### src/rtl/division_pkg.sv
`default_nettype none
// ============================================================================
// Module   : division_pkg
// Desc     : Shared types and helpers for the divider / reconstructor pair.
// Revision : 1.0 - initial release
// ============================================================================
package division_pkg;

   localparam int DIV_WIDTH = 4;

   typedef enum logic [1:0] {
      IDLE = 2'd0,
      MUL  = 2'd1,
      ADD  = 2'd2,
      DONE = 2'd3
   } state_t;

   // Iteration counter width; never narrower than one bit.
   function automatic int count_width(input int w);
      return (w <= 2) ? 1 : $clog2(w);
   endfunction

endpackage
`default_nettype wire

### src/rtl/shift_add_datapath.sv
`default_nettype none
// ============================================================================
// Module   : shift_add_datapath
// Desc     : Shift-add multiplier with final remainder add and dividend compare.
// Revision : 1.0 - initial release
// ============================================================================
module shift_add_datapath #(
   parameter int WIDTH = 4
) (
   input  logic               clk,
   input  logic               rst,
   input  logic               i_load,
   input  logic               i_step,
   input  logic               i_finish,
   input  logic [WIDTH-1:0]   i_multiplicand,
   input  logic [WIDTH-1:0]   i_multiplier,
   input  logic [WIDTH:0]     i_addend,
   input  logic [WIDTH-1:0]   i_expected,
   output logic [2*WIDTH:0]   o_product,
   output logic               o_match
);

   logic [WIDTH-1:0] m_q, m_d;
   logic [WIDTH-1:0] q_q, q_d;
   logic [WIDTH:0]   r_q, r_d;
   logic [WIDTH-1:0] e_q, e_d;
   logic [WIDTH-1:0] acc_q, acc_d;
   logic [2*WIDTH:0] product_q, product_d;
   logic             match_q, match_d;

   logic [WIDTH:0]   w_partial;
   logic [2*WIDTH:0] w_sum;

   always_comb begin
      // w_partial[WIDTH] is the carry; it is shifted into the accumulator MSB.
      w_partial = {1'b0, acc_q} + ({(WIDTH+1){q_q[0]}} & {1'b0, m_q});
      w_sum     = {1'b0, acc_q, q_q} + {{WIDTH{1'b0}}, r_q};

      m_d       = m_q;
      q_d       = q_q;
      r_d       = r_q;
      e_d       = e_q;
      acc_d     = acc_q;
      product_d = product_q;
      match_d   = match_q;

      if (i_load) begin
         m_d   = i_multiplicand;
         q_d   = i_multiplier;
         r_d   = i_addend;
         e_d   = i_expected;
         acc_d = '0;
      end else if (i_step) begin
         acc_d = w_partial[WIDTH:1];
         q_d   = {w_partial[0], q_q[WIDTH-1:1]};
      end else if (i_finish) begin
         product_d = w_sum;
         match_d   = (w_sum == {{(WIDTH+1){1'b0}}, e_q});
      end
   end

   always_ff @(posedge clk or negedge rst) begin
      if (!rst) begin
         m_q       <= '0;
         q_q       <= '0;
         r_q       <= '0;
         e_q       <= '0;
         acc_q     <= '0;
         product_q <= '0;
         match_q   <= 1'b0;
      end else begin
         m_q       <= m_d;
         q_q       <= q_d;
         r_q       <= r_d;
         e_q       <= e_d;
         acc_q     <= acc_d;
         product_q <= product_d;
         match_q   <= match_d;
      end
   end

   assign o_product = product_q;
   assign o_match   = match_q;

endmodule
`default_nettype wire

### src/rtl/division_reconstructor.sv
`default_nettype none
// ============================================================================
// Module   : division_reconstructor
// Desc     : Rebuilds quotient*divisor+remainder and compares to the dividend.
// Revision : 1.0 - initial release
// ============================================================================
module division_reconstructor
   import division_pkg::*;
#(
   parameter  int WIDTH = DIV_WIDTH,
   localparam int CW    = count_width(WIDTH)
) (
   input  logic               clk,
   input  logic               rst,
   input  logic               start,
   input  logic [WIDTH-1:0]   multiplicand,
   input  logic [WIDTH-1:0]   multiplier,
   input  logic [WIDTH:0]     addend,
   input  logic [WIDTH-1:0]   expected,
   output logic               busy,
   output logic               done,
   output logic [2*WIDTH:0]   product,
   output logic               match,
   output logic [CW-1:0]      count
);

   state_t        state_q, state_d;
   logic [CW-1:0] count_q, count_d;
   logic          w_load, w_step, w_finish;

   always_ff @(posedge clk or negedge rst) begin
      if (!rst) begin
         state_q <= IDLE;
         count_q <= '0;
      end else begin
         state_q <= state_d;
         count_q <= count_d;
      end
   end

   always_comb begin
      state_d  = state_q;
      count_d  = count_q;
      w_load   = 1'b0;
      w_step   = 1'b0;
      w_finish = 1'b0;

      case (state_q)
         IDLE: begin
            if (start) begin
               state_d = MUL;
               count_d = '0;
               w_load  = 1'b1;
            end
         end
         MUL: begin
            w_step = 1'b1;
            if (count_q == CW'(WIDTH - 1)) begin
               state_d = ADD;
               count_d = '0;
            end else begin
               count_d = count_q + CW'(1);
            end
         end
         ADD: begin
            w_finish = 1'b1;
            state_d  = DONE;
         end
         DONE: begin
            // Start held through DONE chains straight into the next operation.
            if (start) begin
               state_d = MUL;
               count_d = '0;
               w_load  = 1'b1;
            end else begin
               state_d = IDLE;
            end
         end
         default: begin
            state_d = IDLE;
            count_d = '0;
         end
      endcase
   end

   shift_add_datapath #(
      .WIDTH (WIDTH)
   ) u_datapath (
      .clk            (clk),
      .rst            (rst),
      .i_load         (w_load),
      .i_step         (w_step),
      .i_finish       (w_finish),
      .i_multiplicand (multiplicand),
      .i_multiplier   (multiplier),
      .i_addend       (addend),
      .i_expected     (expected),
      .o_product      (product),
      .o_match        (match)
   );

   assign busy  = (state_q == MUL) || (state_q == ADD);
   assign done  = (state_q == DONE);
   assign count = count_q;

endmodule
`default_nettype wire

### config.mk
export PLATFORM = sky130hd
export DESIGN_NAME = division_reconstructor
export DESIGN_NICKNAME = d
export VERILOG_FILES = /design/src/rtl/division_pkg.sv /design/src/rtl/shift_add_datapath.sv /design/src/rtl/division_reconstructor.sv
export SDC_FILE = /design/constraint.sdc
export NUM_CORES = 1
export LEC_CHECK = 0
export CAP_MARGIN = 20
export CORE_MARGIN = 3
export CORE_UTILIZATION = 50
export DETAILED_ROUTE_END_ITERATION = 8
export PLACE_DENSITY = 0.79
export SLEW_MARGIN = 20
export SYNTH_ARGS = -nofsm -noshare
export SYNTH_HDL_FRONTEND = slang
export SYNTH_SLANG_ARGS = --single-unit
### constraint.sdc
create_clock -name clk -period 5.1 [get_ports clk]
set_clock_uncertainty 0.05 [all_clocks]
set_input_delay 1.02 -clock clk [delete_from_list [all_inputs] [get_ports clk]]
set_output_delay 1.02 -clock clk [all_outputs]
set_load 0.01 [all_outputs]
# == Word level (Yosys, flattened, before mapping) ==
# Index checks and enable logic that the tools add are counted.
# totals
out_inout_bits,14
word_cells,46
reg_bits,35
in_bits,20
# classes
reduce_logical,8
add_sub_neg,3
eq_ne,8
mux,15
bitwise_logic,3
# op_table
op,n
4-bit 2-to-1 mux,4
8-bit by 5-bit adder with 9-bit output,1
9-bit by 4-bit == test with 1-bit output,1
2-bit 2-to-1 mux,4
2-bit one-hot mux with 4 select lines,1
"2-bit == test, second input constant",3
4-bit by 5-bit adder with 5-bit output,1
5-bit by 4-bit bitwise AND with 5-bit output,1
1-bit 2-to-1 mux,5
"2-bit != test, second input constant",2
2-bit one-hot mux with 2 select lines,1
2-bit AND reduction,2
2-bit nonzero test,2
3-bit AND reduction,1
"2-bit by 1-bit adder with 2-bit output, second input constant",1
"2-bit by 1-bit == test with 1-bit output, second input constant",1
2-bit zero test,1
"2-bit by 1-bit != test with 1-bit output, second input constant",1
1-bit NOT,2
2-bit OR reduction,1
1-bit logical OR,1

# == Logic depth before layout (Yosys ltp) ==
# Gate-level depths: netlist of the first run.
# depth
depth_word,5
ltp_mapped,9

# == Cells and area by module ==
# Synthesis of the first run repeated with hierarchy kept, for this count alone.
# unflattened
hier_cells,179
hier_area_um2,1986.9
# by_module_without_submodules
module,area_each_um2,cells_per_inst,n_inst
shift_add_datapath,1695.4,150,1
division_reconstructor,291.5,29,1

# == Worst setup path after synthesis of the first run ==
# OpenSTA, ideal clock, no wires.
# synth_timing
kind,input port to flip-flop
start,input port start
end,register u_datapath.match_q (netlist: u_datapath.o_match)
n_path_buf,2
t_arrival_ns,2.391
path_slack_ns,2.556
setup_ns,0.104
cell_stages,7
required_ns,4.946
path_cell_list,nor2b_1 > buf_6 > or3b_1 > buf_2 > nor4_2 > nand4_1 > o41ai_2
# synth_between
elab_chain_cells,4
# synth_lines
element,line,text
"start, declared",division_reconstructor.sv:15,"input logic start,"
1-bit 2-to-1 mux,"division_reconstructor.sv:50, division_reconstructor.sv:71",
1-bit 2-to-1 mux,--,
1-bit NOT (no source line),--,
3-bit AND reduction (no source line),--,
"end signal, assigned",shift_add_datapath.sv:78,match_q <= match_d;
"end, declared",shift_add_datapath.sv:29,"logic match_q, match_d;"
# No other way between the ends.
# A chain may end at the register's enable or synchronous reset.

# == Final worst setup path of the first run ==
# Ends and elaborated chain as after synthesis.

==> impl_metrics.tcl, run 1 <==
set metrics [dict create \
    drc 0 \
    antenna_left 0 \
    required_ns 5.24 \
    max_clock_freq_mhz 320 \
    grt_setup_unrepaired "false" \
    synthToLayoutAreaGrowth_pct 25.1 \
    ys_top_cells_by_area "dfrtp_1, mux2_2, ha_1" \
    grt_pass1_wl_mm 6.25 \
    wl_per_cell_um 14.5 \
    yosys_register_bits 35 \
    hold_class "flip-flop to flip-flop" \
    via_per_inst 5.32 \
    r2r-start "state_q[1]" \
    synth_flop_cell "dfrtp_1" \
    grt_pass1_vias 1430 \
    hold_viol 0 \
    ir_drop_mv 0.323 \
    clock_latency_ns 0.29 \
    status "completed" \
    drive_gt1_share_pct 15.2 \
    maxCapViolations 0 \
    fp-row-count 22 \
    n_antenna_cell 0 \
    yosys_warnings 0 \
    core_sq_um 3720 \
    holdBufCountCts 0 \
    worstMarginPinSlew_ns 0.645 \
    seq_area_frac_synth_pct 44.9 \
    ctsRootBufferMaster "clkbuf_8" \
    drt-initial-drc-count 56 \
    start_util_pct 52.5 \
    overflow 0 \
    grt_util_all_layers_pct 18.3 \
    worstPathMaxFanout 26 \
    syn_avg_cell_area_sq_um 11.2 \
    hold_slack_ns 0.428 \
    syn_area_sq_um 1950 \
    end_kind "flip-flop" \
    syn_inst 174 \
    syn_nets 211 \
    tritoncts "yes" \
    dpl.hpwl_mm 2.89 \
    synth.top_cell.area_share_pct 44.9 \
    slew_headroom_pct 57.0 \
    worstHoldStart "u_datapath.o_product[4]" \
    synth_edf_count 0 \
    tns_ns 0 \
    routabilityCongestion 0.770 \
    final_max_slew_viol_count 0 \
    die_width_um 68.5 \
    numCtsBuffers 5 \
    cp-start-kind "input port" \
    antenna_found_initial 0 \
    firstDrtPassIters 4 \
    synth_largest_area_cell "dfrtp_1" \
    grt_start_max_net_pins 36 \
    htreeDepth 2 \
    setup_violations 0 \
    power.density_nw_per_um2 682 \
    post-cts-setup-buffers 0 \
    post-route-period-util_pct 61.2 \
    num_vias 1373 \
    cts_buffer_depth 2 \
    die_y_um 68.5 \
    synth_cell_types 32 \
    yosysMostFrequentCell "dfrtp_1" \
    dieArea_sq_um 4690 \
    synthTopCellsByCount "dfrtp_1, mux2_2, ha_1, nand2_1, o21ai_0" \
    power_mw 1.67 \
    ys_async_sr_fraction_pct 100 \
    p_leak_nw 1.09 \
    critPathKind "input port to flip-flop" \
    io_buffers 33 \
    fin_nets 246 \
    clk_pin_slew_ns 0.07 \
    clock-sinks 35 \
    worstSetupStartpoint "start" \
    io_pins 34 \
    worst_ep_arrival_time_ns 3.26 \
    routed_wl_mm 3.73 \
    cts-resized-gates 0 \
    final_core_util_pct 65.7 \
    period_needed_ns 3.12 \
]
[cell families (layout without fill, tap and decap cells)]
kind of cell / count (synthesis) / in the layout / synth area share (%)
flops: 35 / 35 / 44.9
simple gates: 34 / 34 / 8.46
fa+ha+maj: 17 / 17 / 11.7
compound gates: 30 / 30 / 10.2
buf+inv: 18 / 54 / 3.91
mux: 27 / 27 / 15.1
xor+xnor: 13 / 13 / 5.83
[through the flow]
step | instance area (sq um) | setup slack, ns | cells
2_1_floorplan | 1950 | 2.56 | 174
3_3_place_gp | 2320 | 1.79 | 250
3_5_place_dp | 2320 | 1.67 | 250
4_1_cts | 2440 | 1.98 | 258
5_1_grt | 2440 | 1.78 | 258
6_report | 2440 | 1.98 | 258
[layer usage]
metal  global-route usage [%]  wire length (um)  vias up
met5                        0                 0        -
met4                     8.19                73        0
met3                     5.09               177        7
met2                     31.3              1910       31
met1                     21.0              1570      663
li1                         -                 -      672
[path summary, 6_finish.rpt]
| check | to | slack (ns) | depth (start not counted) |
|---|---|---|---|
| worst min register to register | u_datapath.o_product[4] | 0.43 | 2 |
| max in group asynchronous | u_datapath.r_q[1] | 3.59 | 2 |
| worst max register to register | u_datapath.o_match | 2.38 | 8 |
| worst max-delay path | u_datapath.o_match | 1.98 | 7 |
| worst min-delay path | u_datapath.o_product[4] | 0.43 | 2 |
| min in group asynchronous | u_datapath.e_q[1] | 1.09 | 2 |
[flip-flops by register name (all words and copies together) (netlist names)]
register              flops
u_datapath.m_q            4
state_q                   2
u_datapath.acc_q          4
u_datapath.q_q            4
count                     2
u_datapath.r_q            5
u_datapath.o_product      9
u_datapath.e_q            4
u_datapath.o_match        1
[cells in the final DEF (no fill, tap or decap), types with 6 or more instances in the layout]
cell	instances
inv_1	11
o21ai_0	12
mux2i_1	8
mux2_2	19
ha_1	15
clkbuf_8	6
nand2_1	14
nor2_1	7
clkdlybuf4s50_1	33
xnor2_1	8
dfrtp_1	35
[final cells by class]
class                           count  area [sq um]
Clock buffer                        6          82.6
Timing Repair Buffer               35           345
Sequential cell                    35           876
Fill cell                         280          1270
Clock inverter                      2          35.0
Multi-Input combinational cell    121          1000
Tap cell                           48          60.1
Inverter                           11          41.3
[power by group]
group          switching [mW]  leakage, nW  total [mW]  internal [mW]
sequential              0.100        0.431       0.508          0.407
clock                  0.0987       0.0612       0.257          0.158
combinational           0.445        0.602       0.902          0.457
[critical path: stages]
cell	delay [ns]
clkdlybuf4s50_1	0.47
nor2b_2	0.18
buf_4	0.22
or3b_1	0.61
nor4_2	0.34
nand4_1	0.13
o41ai_2	0.29
Note: power is estimated with default switching activity, not from simulation.
==> run 2, diff against run 1 <==
==> constraint.sdc (replaced) <==
create_clock -name clk -period 3.14 [get_ports clk]
set_clock_uncertainty 0.05 [all_clocks]
set_input_delay 0.628 -clock clk [delete_from_list [all_inputs] [get_ports clk]]
set_output_delay 0.628 -clock clk [all_outputs]
set_load 0.01 [all_outputs]
==> run 2 against run 1 <==
Compared with the run above:
- via count grew 0.51%
- highest routed layer unchanged
- critical path type is now flip-flop to output port
- largest cell class unchanged
- core utilization fell by 0.27 points
- largest power group unchanged
- clock-buffer cell count rose by 2
- sequential cell count unchanged
==> impl_metrics.tcl, run 2 (synthesis results as in run 1) <==
set metrics [dict create \
    drive_gt1_share_pct 15.2 \
    critPathKind "flip-flop to output port" \
    max_clock_freq_mhz 409 \
    hold_viol 0 \
    required_ns 2.46 \
    clk_pin_slew_ns 0.06 \
    cts_buffer_depth 2 \
    routed_wl_mm 3.63 \
    status "completed" \
    critPathBufInv 2 \
    grt_pass1_vias 1418 \
    n_antenna_cell 0 \
    setup_violations 0 \
    power.density_nw_per_um2 1090 \
    worstPathMaxFanout 6 \
    internal-power_mw 1.61 \
    critPathSlowestCell "clkdlybuf4s50_1" \
    end_kind "output port" \
    post-cts-setup-buffers 0 \
    drt-initial-drc-count 40 \
    synthToLayoutAreaGrowth_pct 24.6 \
    antenna_found_initial 0 \
    fp-row-count 22 \
    fillers 284 \
    wl_per_cell_um 14.0 \
    numCtsBuffers 5 \
    p_sw_share_pct 39.1 \
    critPathTopFamily "buffers and inverters" \
    clock_latency_ns 0.29 \
    final_cell_mix "dfrtp_1, clkdlybuf4s50_1, mux2_2" \
    grt_util_all_layers_pct 17.9 \
    mostFrequentLayoutCell "dfrtp_1" \
    worst_ep_arrival_time_ns 1.76 \
    grt_pass1_wl_mm 6.17 \
    overflow 0 \
    ir_drop_mv 0.423 \
    p_leak_nw 1.09 \
    final_max_slew_viol_count 0 \
    maxCapViolations 0 \
    firstDrtPassIters 4 \
    slowest_delay_ns 0.57 \
    post-route-period-util_pct 77.8 \
    tritoncts "yes" \
    holdBufCountCts 0 \
    dieArea_sq_um 4690 \
    fin_nets 247 \
    core_sq_um 3720 \
    clock-sinks 35 \
    io_pins 34 \
    start_util_pct 52.5 \
    io_buffers 33 \
    num_vias 1380 \
    largest_reg_flops 9 \
    dpl.hpwl_mm 2.82 \
    period_needed_ns 2.44 \
    p_clk_share_pct 13.4 \
    via_per_inst 5.33 \
    die_width_um 68.5 \
    ctsRootBufferMaster "clkbuf_8" \
    cts-resized-gates 0 \
    hold_class "flip-flop to flip-flop" \
    tns_ns 0 \
    pwr-share-comb_pct 55.6 \
    die_y_um 68.5 \
    antenna_left 0 \
    routabilityCongestion 0.839 \
    pwr-share-seq_pct 31.0 \
    critical_path.cell_chain "inv_1, ha_1, clkdlybuf4s50_1" \
    drc 0 \
    htreeDepth 2 \
    power.switching_mw 1.04 \
    cp-start-kind "flip-flop" \
    grt_setup_unrepaired "false" \
    slew_headroom_pct 58.6 \
    grt_start_max_net_pins 36 \
    hold_slack_ns 0.430 \
    worstMarginPinSlew_ns 0.622 \
]
-- run 2: cell count changes in the layout (fill, tap and decap cells not counted) --
| cell | delta |
|---|---|
| clkinv_2 | -1 |
| bufinv_16 | -1 |
| buf_4 | +1 |
| clkbuf_8 | +1 |
| clkbuf_1 | +1 |
-- run 2: worst reg2reg max path, stage by stage, from the launching register on --
cell	delay [ns]
dfrtp_1	0.44
ha_1	0.24
fa_1	0.42
xor2_1	0.20
xor2_1	0.16
nor4_2	0.27
nand4_1	0.14
o41ai_2	0.28
-- run 2: stage by stage --
step                total power [mW]  worst slack [ns]  util (%)  instance area, sq um  instances
floorplan                       1.87             0.817         -                  1950        174
global placement                2.22             0.655      62.8                  2330        251
detailed placement              2.31             0.592      62.8                  2330        251
CTS                             2.68             0.673      65.5                  2430        259
global route                    2.88             0.590      65.5                  2430        259
finish                          2.65             0.697      65.5                  2430        259
-- run 2: worst paths after layout --
kind                                          from                      end  slack (ns)  cells after the start
max                                     state_q[1]                     busy        0.70                      3
min                        u_datapath.o_product[4]  u_datapath.o_product[4]        0.43                      2
max reg2reg                      u_datapath.q_q[0]       u_datapath.o_match        0.84                      7
min reg2reg                u_datapath.o_product[4]  u_datapath.o_product[4]        0.43                      2
max in group asynchronous                      rst               state_q[0]        2.02                      2
min in group asynchronous                      rst        u_datapath.e_q[0]        0.70                      2
-- run 2: cell type report --
type	instances	area, sq um	share of cell area [%]
clock buffers	8	100	4.12
inverters	11	41.3	1.70
multi-input cells	121	1000	41.2
flip-flops and latches	35	876	36.0
well taps	48	60.1	2.47
repair buffers	36	353	14.5
-- run 2: routing by layer --
layer | routed length (um) | vias up | GRT usage [%] | share of wire (%)
met3 | 146 | 6 | 4.93 | 4.0
met2 | 1890 | 24 | 32.1 | 52
li1 | - | 673 | - | -
met5 | 0 | - | 0 | 0
met1 | 1540 | 677 | 20.1 | 42
met4 | 52 | 0 | 6.20 | 1.4
-- run 2: power groups by stage --
stage	combinational [mW]	clock [mW]	sequential (mW)
after floorplan	1.06	0	0.813
after global placement	1.40	0	0.822
after detailed placement	1.48	0	0.831
after CTS	1.49	0.362	0.824
after global routing	1.64	0.382	0.853
final	1.47	0.356	0.820
